==> src/rtl/team_06_sram_arbiter.sv <==
// Two-master round-robin arbiter for a single SRAM port. Each granted request
// becomes one read or write strobe, a bounded wait on sram_busy, and a
// one-cycle ack (with err on timeout) back to the winning master only.
module team_06_sram_arbiter #(
  parameter int unsigned ADDR_W   = 32,
  parameter int unsigned DATA_W   = 32,
  parameter int unsigned SEL_W    = 4,
  parameter int unsigned MAX_WAIT = 255
) (
  input  logic              clk,
  input  logic              rst,
  input  logic              m0_req,
  input  logic              m0_we,
  input  logic [ADDR_W-1:0] m0_addr,
  input  logic [DATA_W-1:0] m0_wdata,
  input  logic [SEL_W-1:0]  m0_sel,
  output logic              m0_ack,
  output logic              m0_err,
  output logic [DATA_W-1:0] m0_rdata,
  input  logic              m1_req,
  input  logic              m1_we,
  input  logic [ADDR_W-1:0] m1_addr,
  input  logic [DATA_W-1:0] m1_wdata,
  input  logic [SEL_W-1:0]  m1_sel,
  output logic              m1_ack,
  output logic              m1_err,
  output logic [DATA_W-1:0] m1_rdata,
  output logic              sram_read,
  output logic              sram_write,
  output logic [ADDR_W-1:0] sram_addr,
  output logic [DATA_W-1:0] sram_wdata,
  output logic [SEL_W-1:0]  sram_sel,
  input  logic              sram_busy,
  input  logic [DATA_W-1:0] sram_rdata,
  output logic              grant
);

  localparam int unsigned CntW = $clog2(MAX_WAIT + 1);
  localparam logic [CntW-1:0] CntMax = CntW'(MAX_WAIT);

  localparam logic [1:0] StIdle  = 2'd0;
  localparam logic [1:0] StIssue = 2'd1;
  localparam logic [1:0] StWait  = 2'd2;
  localparam logic [1:0] StDone  = 2'd3;

  logic [1:0]        state_q, state_d;
  logic [CntW-1:0]   cnt_q, cnt_d;
  logic              we_q, we_d;
  logic              grant_q, grant_d;
  logic              last_grant_q, last_grant_d;
  logic              read_q, read_d;
  logic              write_q, write_d;
  logic [ADDR_W-1:0] addr_q, addr_d;
  logic [DATA_W-1:0] wdata_q, wdata_d;
  logic [SEL_W-1:0]  sel_q, sel_d;
  logic              m0_ack_q, m0_ack_d, m1_ack_q, m1_ack_d;
  logic              m0_err_q, m0_err_d, m1_err_q, m1_err_d;
  logic [DATA_W-1:0] m0_rdata_q, m0_rdata_d, m1_rdata_q, m1_rdata_d;

  logic              win;
  logic              fin_ok, fin_to;
  logic [DATA_W-1:0] ret_data;

  // Next-state: arbitration in IDLE, strobe in ISSUE, busy/timeout in WAIT.
  always_comb begin
    state_d      = state_q;
    cnt_d        = cnt_q;
    we_d         = we_q;
    grant_d      = grant_q;
    last_grant_d = last_grant_q;
    addr_d       = addr_q;
    wdata_d      = wdata_q;
    sel_d        = sel_q;
    read_d       = 1'b0;
    write_d      = 1'b0;
    m0_ack_d     = 1'b0;
    m1_ack_d     = 1'b0;
    m0_err_d     = 1'b0;
    m1_err_d     = 1'b0;
    m0_rdata_d   = '0;
    m1_rdata_d   = '0;
    // On a tie the master not served last wins; otherwise the sole requester.
    win          = (m0_req && m1_req) ? ~last_grant_q : m1_req;
    // Busy is not yet valid in the first WAIT cycle (cnt_q == 0).
    fin_ok       = (cnt_q != '0) && !sram_busy;
    fin_to       = !fin_ok && (cnt_q == CntMax);
    ret_data     = (fin_ok && !we_q) ? sram_rdata : '0;

    unique case (state_q)
      StIdle: begin
        if (m0_req || m1_req) begin
          grant_d      = win;
          last_grant_d = win;
          we_d         = win ? m1_we    : m0_we;
          addr_d       = win ? m1_addr  : m0_addr;
          wdata_d      = win ? m1_wdata : m0_wdata;
          sel_d        = win ? m1_sel   : m0_sel;
          read_d       = ~we_d;
          write_d      = we_d;
          state_d      = StIssue;
        end
      end
      StIssue: begin
        cnt_d   = '0;
        state_d = StWait;
      end
      StWait: begin
        if (fin_ok || fin_to) begin
          state_d = StDone;
          if (grant_q) begin
            m1_ack_d   = 1'b1;
            m1_err_d   = fin_to;
            m1_rdata_d = ret_data;
          end else begin
            m0_ack_d   = 1'b1;
            m0_err_d   = fin_to;
            m0_rdata_d = ret_data;
          end
        end else begin
          cnt_d = cnt_q + 1'b1;
        end
      end
      StDone: begin
        state_d = StIdle;
      end
      default: begin
        state_d = StIdle;
      end
    endcase
  end

  // State and registered outputs; reset aborts any transaction at once.
  always_ff @(posedge clk or posedge rst) begin
    if (rst) begin
      state_q      <= StIdle;
      cnt_q        <= '0;
      we_q         <= 1'b0;
      grant_q      <= 1'b0;
      last_grant_q <= 1'b1;
      read_q       <= 1'b0;
      write_q      <= 1'b0;
      addr_q       <= '0;
      wdata_q      <= '0;
      sel_q        <= '0;
      m0_ack_q     <= 1'b0;
      m1_ack_q     <= 1'b0;
      m0_err_q     <= 1'b0;
      m1_err_q     <= 1'b0;
      m0_rdata_q   <= '0;
      m1_rdata_q   <= '0;
    end else begin
      state_q      <= state_d;
      cnt_q        <= cnt_d;
      we_q         <= we_d;
      grant_q      <= grant_d;
      last_grant_q <= last_grant_d;
      read_q       <= read_d;
      write_q      <= write_d;
      addr_q       <= addr_d;
      wdata_q      <= wdata_d;
      sel_q        <= sel_d;
      m0_ack_q     <= m0_ack_d;
      m1_ack_q     <= m1_ack_d;
      m0_err_q     <= m0_err_d;
      m1_err_q     <= m1_err_d;
      m0_rdata_q   <= m0_rdata_d;
      m1_rdata_q   <= m1_rdata_d;
    end
  end

  assign sram_read  = read_q;
  assign sram_write = write_q;
  assign sram_addr  = addr_q;
  assign sram_wdata = wdata_q;
  assign sram_sel   = sel_q;
  assign grant      = grant_q;
  assign m0_ack     = m0_ack_q;
  assign m1_ack     = m1_ack_q;
  assign m0_err     = m0_err_q;
  assign m1_err     = m1_err_q;
  assign m0_rdata   = m0_rdata_q;
  assign m1_rdata   = m1_rdata_q;

endmodule

==> config.mk <==
export PLATFORM = sky130hd
export DESIGN_NAME = team_06_sram_arbiter
export DESIGN_NICKNAME = d
export VERILOG_FILES = /design/src/rtl/team_06_sram_arbiter.sv
export SDC_FILE = /design/constraint.sdc
export NUM_CORES = 1
export LEC_CHECK = 0
export CAP_MARGIN = 20
export CORE_MARGIN = 3
export CORE_UTILIZATION = 40
export CTS_CLUSTER_DIAMETER = 40
export DETAILED_ROUTE_END_ITERATION = 6
export PLACE_DENSITY = 0.81
export SLEW_MARGIN = 20
export SYNTH_ARGS = -nofsm -noshare
export SYNTH_HDL_FRONTEND = slang
export SYNTH_SLANG_ARGS = --single-unit
==> constraint.sdc <==
create_clock -name clk -period 6.6 [get_ports clk]
set_clock_uncertainty 0.1 [all_clocks]
set_input_delay 1.32 -clock clk [delete_from_list [all_inputs] [get_ports clk]]
set_output_delay 1.32 -clock clk [all_outputs]
set_load 0.02 [all_outputs]
; ---- Word-level counts from Yosys, hierarchy flattened
; Index checks and enable logic that the tools add are counted.
; W data, S select, Z words.
[classes]
add_sub_neg = 1
n_mul = 0
div_mod_pow = 0
n_lt_le_gt_ge = 0
eq_ne = 7
shift = 0
mux = 33
bitwise = 2
n_reduce_logical = 15
[op_table]
columns = cell, count
row1 = $mux W32, 9
row2 = $mux W1, 18
row3 = $pmux W8 S2, 1
row4 = $add A8 B1 Y8 const B, 1
row5 = $eq A8 B8 Y1 const B, 1
row6 = $mux W8, 1
row7 = $pmux W2 S4, 1
row8 = $reduce_bool A8 Y1, 1
row9 = $ne A2 B2 Y1 const B, 3
row10 = $reduce_and A2 Y1, 3
row11 = $eq A2 B2 Y1 const B, 2
row12 = $logic_and A1 B1 Y1, 4
row13 = $mux W2, 2
row14 = $mux W4, 1
row15 = $logic_not A1 Y1, 3
row16 = $eq A2 B1 Y1 const B, 1
row17 = $logic_not A2 Y1, 1
row18 = $logic_or A1 B1 Y1, 2
row19 = $not A1 Y1, 2
row20 = $reduce_bool A2 Y1, 1
[word_totals]
register_bits = 151
latch_bits = 0
ram_bits = 0
mem_bits_ro = 0
input_bits = 175
output_inout_bits = 139
elab_cells = 74
n_memories = 0

; ---- Depth between registers and ports, before layout
; Gate-level depths: netlist of the first run.
[logic_depth]
ltp_word = 7
depth_mapped = 8
mapped_depth_nobuf = 6

; ---- Worst setup path before layout of the first run
; Ideal clock, no wire load.
[synth_timing]
path_type = in2reg
from = input port m1_req
to = register addr_q[10], in the netlist sram_addr[10]
setup_ns = 0.083
arrival_time_ns = 2.293
required_ns = 6.417
setup_slack_ns = 4.124
stages = 6
n_path_buf = 3
cell_sequence = o21ai_0 > buf_2 > buf_4 > buf_2 > nand2_1 > o21ai_0
[synth_via]
elab_chain_cells = 3
elab_cells_between_ends = 5
cone_classes = mux: 2 / reduce/logical: 3
[synth_rtl]
columns = element, line
row1 = start: declaration, 20  ; input logic m1_req,
row2 = $logic_and A1 B1 Y1, 83  ; win = (m0_req && m1_req) ? ~last_grant_q : m1_req;
row3 = $mux W1, 83
row4 = $mux W32, 95  ; addr_d = win ? m1_addr : m0_addr;
row5 = end signal: assignment, 159  ; addr_q <= addr_d;
row6 = end: declaration, 53  ; logic [ADDR_W-1:0] addr_q, addr_d;
; Several ways; a longest one is shown, not always the timed one.
; A chain may end at the register's enable or synchronous reset.

; ---- Worst setup path in the final report of the first run
[layout_timing]
from = input port m1_req
to = register wdata_q[0], in the netlist sram_wdata[0]
[layout_via]
elab_chain_cells = 3
elab_cells_between_ends = 5
cone_classes = mux: 2 / reduce/logical: 3
[layout_rtl]
columns = element, line
row1 = $logic_and A1 B1 Y1, 83
row2 = $mux W1, 83
row3 = $mux W32, 96  ; wdata_d = win ? m1_wdata : m0_wdata;
row4 = end signal: assignment, 160  ; wdata_q <= wdata_d;
row5 = end: declaration, 54  ; logic [DATA_W-1:0] wdata_q, wdata_d;
; Several ways; a longest one is shown, not always the timed one.

==> impl_metrics.csv, run 1 <==
group,metric,value,unit
grt,grt_usage,22.16,%
yosys,synth_warnings,0,
yosys,muxShareOfSynthArea,11.76,%
clock_tree,hold_buffers,0,
clock_tree,numClockSinks,151,
yosys,synth.most_common_cell,"dfrtp_1",
clock_tree,root_buffer,"clkbuf_16",
pwr,power_density,377.5,nW/µm²
yosys,synth_edf_count,0,
clock_tree,clk_path_buf_depth,2,
sta,tns,0,ns
yosys,syn_inst,529,
yosys,synth_top_area_cell,"dfrtp_1",
grt,antenna_found_initial,0,
grt,overflow,0,
clock_tree,post-cts-setup-buffers,0,
drt,drc,0,
yosys,syn_area,6141,µm²
grt,grt_pass1_wl,28430,µm
setup_path,worstPathCellList,"clkdlybuf4s50_1 > a21boi_4 > buf_4 > mux2i_1 > o21ai_0",
finish,nNetsFinal,1016,
sta,setup_viol,0,
clock_tree,worstSkewPairLatency,0.42,ns
yosys,ys_seq_area_share,61.55,%
floorplan,die_h,129.9,µm
yosys,synthAdderAreaFrac,1.019,%
pwr,combPwrFrac,38.5,%
yosys,synth_area_leaders,"dfrtp_1 61%, mux2i_1 12%, and2_1 6.5%, o21ai_0 5.8%, nand2_1 4.8%",
sta,finalHoldViolCount,0,
job,cap_violations,0,
pwr,p_clk_share,26.6,%
yosys,synthSimpleGateAreaFrac,14.47,%
setup_path,startpoint_type,"input pin",
yosys,avgSynthCellArea,11.61,µm²
setup_path,worst-path-buf-inv,2,
pwr,peakVddDrop,0.3227,mV
placed_design,placed_cells,1001,
finish,drive_above_1_share,5.300,%
finish,n_antenna_cell,0,
worst_hold_path,hold_class,"register to register",
clock_tree,ctsResizeCount,0,
clock_tree,numCtsBuffers,17,
setup_path,cp.arrival,3.45,ns
placed_design,numPortBuffers,313,
setup_path,path_class,"input pin to register",
yosys,async_reset_ff_share,100.0,%
drt,wirelength,18430,µm
clock_tree,cts_tree,"yes",
drt,routed_via_density,4.886,
floorplan,dieArea,16880,µm²
setup_path,crit_fanout,35,
outcome,status,"completed",
setup_path,cp_slowest_stage_delay,0.61,ns
sta,fmax,0.3043,GHz
pwr,switching_share,35.21,%
setup_path,cpLargestDelayFamily,"buffers and inverters",
yosys,synth_xor_xnor_area_share,0.2852,%
yosys,syn_nets,709,
clock_tree,clkTransAtPathRegs,0.06,ns
clock_tree,h-tree-depth,4,
floorplan,io_pins,314,
finish,fin_cells,1033,
pwr,seq_power_share,34.9,%
finish,nFillCells,1089,
pwr,p_int,2451,µW
sta,min_period,3.286,ns
yosys,ys.flop_type,"dfrtp_1",
yosys,synth_compound_area_share,7.742,%
setup_path,cp_slowest_cell,"buf_4",
grt,grt_max_degree,141,
placed_design,dp_hpwl,13700,µm
yosys,synth_cell_types,36,
drt,avgRoutedWirePerCell,17.84,µm
yosys,synth_seq_cells,151,
pwr,p_switching,1332,µW
grt,grt_pass1_vias,5451,
drt,vias,5047,
drt,drt_iter0_markers,176,
setup_path,critPathCaptureType,"register",
sta,worstMarginPinSlew,1.051,ns
finish,syn2layout_area_growth,63.16,%
pwr,p_leak,0.004476,µW
floorplan,fp-row-count,44,
drt,first_pass_iters,4,
setup_path,required,6.76,ns
yosys,synth_top_area_share,61.12,%
yosys,synth_top_family_by_area,"simple AND/OR/NAND/NOR gates",
sta,slew_headroom,29.72,%
sta,drv_slew,0,
sta,fin_crit_sh,49.79,%
sta,rsz0062_at_grt,"false",
drt,ant_nets,0,
floorplan,initial_utilization,41.62,%
floorplan,die_x,129.9,µm
yosys,synthTopCellsByCount,"150 x dfrtp_1, 79 x nand2_1, 71 x mux2i_1, 71 x o21ai_0, 64 x and2_1",
placed_design,routabilityCongestion,0.8105,
floorplan,fp.coreArea,14750,µm²
[worst reg2reg max path, stage by stage, from the launching register on]
cell and delay (ns):
dfrtp_1 0.38, inv_1 0.09, ha_1 0.21, nor4b_4 0.14, a21o_2 0.28, nor3_4 0.86
and2_1 0.26
[cells in the final DEF (no fill, tap or decap), types with 2 or more instances in the layout]
master | synthesis | final
a21oi_1 | 3 | 3
and2_1 | 64 | 64
buf_4 | 6 | 3
bufinv_16 | 0 | 3
clkbuf_16 | 0 | 17
clkdlybuf4s50_1 | 0 | 313
clkinv_2 | 0 | 2
clkinv_4 | 0 | 3
dfrtp_1 | 150 | 150
ha_1 | 5 | 5
inv_1 | 10 | 9
inv_6 | 0 | 5
mux2i_1 | 71 | 71
nand2_1 | 79 | 79
nand2b_1 | 2 | 2
nand3_1 | 5 | 5
nand4_1 | 3 | 3
nor2_1 | 10 | 10
nor3_4 | 2 | 2
o21ai_0 | 71 | 70
o21ai_1 | 3 | 3
o221ai_1 | 3 | 3
or4_1 | 2 | 2
xor2_1 | 2 | 2
[kinds of logic (layout without fill, tap and decap cells)]
kind of cell	after synthesis	in the layout
simple gates	172	172
flops	151	151
compound gates	88	88
mux	72	72
buf+inv	39	359
fa+ha+maj	5	5
xor+xnor	2	2
[final cells by class]
cell class	count	area (µm²)	share of cell area, %
Inverter	10	42.54	0.4246
Tap cell	184	230.2	2.298
Sequential cell	151	3780	37.72
Clock buffer	19	442.9	4.421
Timing Repair Buffer	317	3167	31.61
Clock inverter	13	168.9	1.686
Multi-Input combinational cell	339	2188	21.84
[stage by stage]
stage | area [µm²] | setup slack [ns] | hold WS, ns | utilization [%] | total power [µW]
2_1_floorplan | 6141 | 1.117 | 0.4028 | - | 2085
5_1_grt | 10020 | 3.172 | 0.3915 | 67.91 | 3996
6_report | 10020 | 3.314 | 0.3759 | 67.91 | 3783
3_3_place_gp | 9404 | 2.932 | 0.3627 | 63.74 | 2753
4_1_cts | 10020 | 3.304 | 0.3834 | 67.88 | 3817
3_5_place_dp | 9404 | 2.874 | 0.3700 | 63.74 | 2802
[power by group through the flow]
| stage | registers (µW) | logic, µW | clock network [µW] |
|---|---|---|---|
| final | 1320 | 1460 | 1010 |
| after global routing | 1350 | 1580 | 1060 |
| after CTS | 1320 | 1470 | 1020 |
| after detailed placement | 1330 | 1470 | 0 |
| after global placement | 1320 | 1430 | 0 |
| after floorplan | 1590 | 499 | 0 |
[per-layer routing]
layer	GRT usage [%]	routed length (µm)	part of all wire, %
met5	0	0	0
met4	9.902	646	3.5
met3	7.982	1393	7.6
met2	38.55	9640	52
met1	24.36	6746	37
[final timing paths]
kind,from,end,slack (ns),cells past startpoint
setup / recovery,m1_req,sram_wdata[0],3.31,5
hold / removal,sram_wdata[6],sram_wdata[6],0.38,2
setup reg to reg,cnt_q[0],m0_rdata[25],4.24,6
hold reg to reg,sram_wdata[6],sram_wdata[6],0.38,2
max in group asynchronous,rst,m1_rdata[13],3.80,3
min in group asynchronous,rst,m1_rdata[31],1.38,2
[flip-flops by register name, indices dropped and copies added (netlist names), 2 cells and up]
name	cells
m0_rdata	32
m1_rdata	32
sram_addr	32
sram_wdata	32
cnt_q	8
sram_sel	4
state_q	2
No activity file was read; power rests on OpenSTA's default activity.
==> inputs of run 2 (changes only) <==
--- a/config.mk
+++ b/config.mk
@@ -7,10 +7,10 @@
 export LEC_CHECK = 0
 export CAP_MARGIN = 20
 export CORE_MARGIN = 3
-export CORE_UTILIZATION = 40
+export CORE_UTILIZATION = 36
 export CTS_CLUSTER_DIAMETER = 40
 export DETAILED_ROUTE_END_ITERATION = 6
-export PLACE_DENSITY = 0.81
+export PLACE_DENSITY = 0.77
 export SLEW_MARGIN = 20
 export SYNTH_ARGS = -nofsm -noshare
 export SYNTH_HDL_FRONTEND = slang
==> constraint.sdc (replaced) <==
create_clock -name clk -period 3 [get_ports clk]
set_clock_uncertainty 0.1 [all_clocks]
set_input_delay 0.6 -clock clk [delete_from_list [all_inputs] [get_ports clk]]
set_output_delay 0.6 -clock clk [all_outputs]
set_load 0.02 [all_outputs]
==> impl_metrics.csv, run 2 (synthesis results as in run 1) <==
group,metric,value,unit
setup_path,cp_slowest_stage_delay,0.62,ns
clock_tree,ctsResizeCount,0,
finish,multi_input_area,2188,µm²
clock_tree,cts_tree,"yes",
clock_tree,h-tree-depth,4,
finish,fin_cells,1076,
sta,tns,0,ns
grt,grt_usage,18.86,%
floorplan,fp-row-count,47,
sta,finalHoldViolCount,0,
drt,vias,4976,
grt,overflow,0,
grt,antenna_found_initial,1,
finish,drive_above_1_share,6.082,%
setup_path,path_class,"register to primary output",
pwr,combPwrFrac,39.0,%
sta,drv_slew,0,
finish,nFillCells,1375,
grt,use_met3,7.243,%
grt,grt_max_degree,91,
clock_tree,post-cts-setup-buffers,0,
finish,syn2layout_area_growth,65.42,%
floorplan,die_h,136.6,µm
grt,grt_pass1_wl,26790,µm
sta,rsz0062_at_grt,"false",
sta,min_period,2.145,ns
pwr,power_density,816.6,nW/µm²
grt,busiest_layer,"met2",
placed_design,dp_hpwl,13290,µm
pwr,switching_share,35.43,%
drt,ant_nets,0,
clock_tree,numCtsBuffers,17,
pwr,seq_power_share,34.9,%
sta,setup_ws,0.8548,ns
clock_tree,worstSkewPairLatency,0.41,ns
pwr,p_leak,0.004520,µW
pwr,p_int,5357,µW
drt,drc,0,
floorplan,initial_utilization,36.90,%
finish,nNetsFinal,1022,
floorplan,dieArea,18660,µm²
clock_tree,root_buffer,"clkbuf_16",
placed_design,placed_cells,1043,
placed_design,numPortBuffers,313,
setup_path,worst-path-buf-inv,1,
pwr,peakVddDrop,0.4633,mV
drt,wirelength,17690,µm
setup_path,required,2.30,ns
sta,setup_viol,0,
drt,first_pass_iters,5,
finish,regArea,3780,µm²
floorplan,fp.coreArea,16640,µm²
finish,layout_common_cells,"313 x clkdlybuf4s50_1, 150 x dfrtp_1, 79 x nand2_1",
job,cap_violations,0,
finish,layout_commonest_cell,"clkdlybuf4s50_1",
placed_design,place_ws,0.5922,ns
setup_path,cp.arrival,1.45,ns
sta,fmax,0.4662,GHz
clock_tree,numClockSinks,151,
grt,use_met1,21.21,%
clock_tree,clk_path_buf_depth,2,
placed_design,routabilityCongestion,0.8280,
pwr,p_clk_share,26.1,%
setup_path,startpoint_type,"register",
drt,drt_iter0_markers,299,
floorplan,die_x,136.6,µm
drt,avgRoutedWirePerCell,16.44,µm
setup_path,critPathCaptureType,"primary output",
clock_tree,clkTransAtPathRegs,0.06,ns
setup_path,cp_slowest_cell,"clkdlybuf4s50_1",
pwr,p_switching,2939,µW
drt,routed_via_density,4.625,
sta,fin_crit_sh,71.51,%
floorplan,io_pins,314,
setup_path,worstPathCellList,"clkdlybuf4s50_1",
grt,grt_use_met2,33.00,%
outcome,status,"completed",
setup_path,crit_fanout,4,
setup_path,cpLargestDelayFamily,"buffers and inverters",
clock_tree,hold_buffers,0,
grt,grt_pass1_vias,5049,
sta,slew_headroom,56.04,%
sta,worstMarginPinSlew,0.6580,ns
worst_hold_path,hold_class,"register to register",
==> run 2: worst paths after layout <==
kind / start / end / slack [ns] / cells after the start
max: grant / grant / 0.85 / 1
min reg2reg: sram_addr[29] / sram_addr[29] / 0.38 / 2
max in group asynchronous: rst / m0_rdata[23] / 1.58 / 3
min in group asynchronous: rst / m0_rdata[1] / 0.52 / 2
max reg2reg: cnt_q[1] / m0_rdata[16] / 1.07 / 7
min: sram_addr[29] / sram_addr[29] / 0.38 / 2
==> run 2: routing by layer <==
layer,wire [µm],share of wire [%]
met4,335,1.9
met1,6637,38
met3,1394,7.9
met5,0,0
met2,9325,53
==> run 2: stage by stage <==
step | utilization, % | total power [µW] | hold slack (ns) | instance area, µm²
finish | 61.04 | 8296 | 0.3775 | 10160
floorplan | - | 4588 | 0.4028 | 6145
global placement | 57.42 | 6132 | 0.3614 | 9555
detailed placement | 57.42 | 6191 | 0.3691 | 9555
CTS | 61.03 | 8404 | 0.3831 | 10160
global route | 61.04 | 8789 | 0.4089 | 10160
==> run 2: power by group through the flow <==
stage               logic [µW]  clock network, µW  registers [µW]
floorplan                 1100                  0            3490
global placement          3220                  0            2910
detailed placement        3260                  0            2930
CTS                       3280               2220            2910
global route              3520               2310            2970
finish                    3230               2170            2900
==> run 2: final cells by class <==
| type | count | area share [%] |
|---|---|---|
| sequential | 151 | 37.21 |
| timing repair buffer | 323 | 32.20 |
| multi-input combinational | 339 | 21.54 |
| clock buffer | 18 | 4.323 |
| tap | 220 | 2.710 |
| clock inverter | 14 | 1.589 |
| inverter | 10 | 0.4065 |
| antenna | 1 | 0.02463 |
==> inputs of run 3 (changes only) <==
--- a/config.mk
+++ b/config.mk
@@ -7,10 +7,10 @@
 export LEC_CHECK = 0
 export CAP_MARGIN = 20
 export CORE_MARGIN = 3
-export CORE_UTILIZATION = 36
+export CORE_UTILIZATION = 40
 export CTS_CLUSTER_DIAMETER = 40
 export DETAILED_ROUTE_END_ITERATION = 6
-export PLACE_DENSITY = 0.77
+export PLACE_DENSITY = 0.81
 export SLEW_MARGIN = 20
 export SYNTH_ARGS = -nofsm -noshare
 export SYNTH_HDL_FRONTEND = slang
==> constraint.sdc (replaced) <==
create_clock -name clk -period 2 [get_ports clk]
set_clock_uncertainty 0.1 [all_clocks]
set_input_delay 0.4 -clock clk [delete_from_list [all_inputs] [get_ports clk]]
set_output_delay 0.4 -clock clk [all_outputs]
set_load 0.02 [all_outputs]
==> impl_metrics.csv, run 3 (synthesis results as in run 1) <==
group,metric,value,unit
sta,fin_crit_sh,96.90,%
placed_design,placed_cell_area,9668,µm²
clock_tree,ctsResizeCount,1,
clock_tree,worstSkewPairLatency,0.42,ns
grt,grt_usage,23.55,%
clock_tree,clk_path_buf_depth,2,
placed_design,routabilityCongestion,0.8403,
setup_path,critPathCaptureType,"primary output",
sta,setup_viol,0,
setup_path,cp_slowest_stage_delay,0.64,ns
finish,regArea,3780,µm²
clock_tree,root_buffer,"clkbuf_16",
setup_path,worstPathCellList,"clkdlybuf4s50_1",
clock_tree,h-tree-depth,4,
clock_tree,numClockSinks,151,
finish,nFillCells,1059,
drt,avgRoutedWirePerCell,18.81,µm
setup_path,worst-path-buf-inv,1,
finish,drive_above_1_share,7.692,%
finish,fin_cells,1056,
drt,drt_iter0_markers,256,
pwr,power_density,1241,nW/µm²
sta,tns,0,ns
drt,ant_nets,0,
floorplan,initial_utilization,41.62,%
sta,worstMarginPinSlew,0.4408,ns
clock_tree,post-cts-setup-buffers,0,
sta,min_period,1.938,ns
placed_design,place_ws,-0.1501,ns
drt,drc,0,
sta,slew_headroom,70.39,%
finish,multi_input_area,2195,µm²
finish,nNetsFinal,1038,
sta,drv_slew,0,
finish,finalInstanceArea,10290,µm²
placed_design,placed_cells,1023,
clock_tree,clkTransAtPathRegs,0.06,ns
floorplan,die_x,129.9,µm
pwr,p_leak,0.004621,µW
sta,finalHoldViolCount,0,
clock_tree,numCtsBuffers,17,
drt,wirelength,19860,µm
clock_tree,hold_buffers,0,
sta,setup_ws,0.06208,ns
drt,vias,5227,
finish,layout_commonest_cell,"clkdlybuf4s50_1",
floorplan,dieArea,16880,µm²
pwr,peakVddDrop,0.7087,mV
setup_path,cpLargestDelayFamily,"buffers and inverters",
grt,grt_pass1_wl,30070,µm
job,cap_violations,0,
outcome,status,"completed",
sta,rsz0062_at_grt,"true",
grt,antenna_found_initial,1,
placed_design,dp_hpwl,15020,µm
floorplan,io_pins,314,
setup_path,crit_fanout,2,
floorplan,fp.coreArea,14750,µm²
setup_path,required,1.50,ns
floorplan,die_h,129.9,µm
placed_design,numPortBuffers,313,
finish,layout_common_cells,"311 x clkdlybuf4s50_1, 150 x dfrtp_1, 79 x nand2_1",
setup_path,cp_slowest_cell,"clkdlybuf4s50_1",
setup_path,path_class,"register to primary output",
setup_path,startpoint_type,"register",
finish,fin_util,69.74,%
grt,overflow,0,
sta,fmax,0.5160,GHz
grt,grt_max_degree,79,
drt,routed_via_density,4.950,
floorplan,fp-row-count,44,
finish,syn2layout_area_growth,67.56,%
setup_path,cp.arrival,1.44,ns
worst_hold_path,hold_class,"input pin to async pin",
drt,first_pass_iters,4,
grt,grt_pass1_vias,5628,
clock_tree,cts_tree,"yes",
run 3: area by class of cell:
type                    instances  share of cell area [%]
diodes                          1                 0.02432
clock buffers                  19                   4.304
clock inverters                13                   1.642
inverters                      10                  0.4013
multi-input cells             339                   21.33
flip-flops and latches        151                   36.73
well taps                     184                   2.237
repair buffers                339                   33.33
run 3: final timing paths:
path | start | endpoint | slack (ns) | cells past startpoint
max | sram_addr[11] | sram_addr[11] | 0.06 | 1
min | rst | sram_addr[5] | 0.37 | 3
max reg2reg | cnt_q[0] | cnt_q[4] | 0.07 | 6
min reg2reg | sram_wdata[27] | sram_wdata[27] | 0.38 | 2
max in group asynchronous | rst | last_grant_q | 1.05 | 3
min in group clk | sram_wdata[27] | sram_wdata[27] | 0.38 | 2
run 3: power by group:
group	leakage [µW]	internal (µW)	switching [µW]
Clock	0.000292	2010	1310
Sequential	0.00199	3880	475
Combinational	0.00234	2360	2730
Total	0.00462	8260	4520
run 3: metal layers:
metal  GRT usage, %  up-vias  part of all wire, %
met1          25.70     2541                   36
met4          9.413        0                  2.6
met5              0        -                    0
met3          7.163       33                  7.2
li1               -     2438                    -
met2          42.71      215                   55
run 3: metrics by stage:
stage	total power (µW)	hold slack, ns
CTS	12890	0.3840
global route	13440	0.3991
detailed placement	9509	0.3692
floorplan	6882	0.3629
global placement	9302	0.3625
finish	12770	0.3699
run 3: worst reg2reg max path, stage by stage (launching register included):
cell	delay, ns
dfrtp_1	0.41
inv_1	0.11
ha_1	0.18
nor4b_4	0.27
a21o_4	0.24
nand2_1	0.22
o31ai_1	0.30
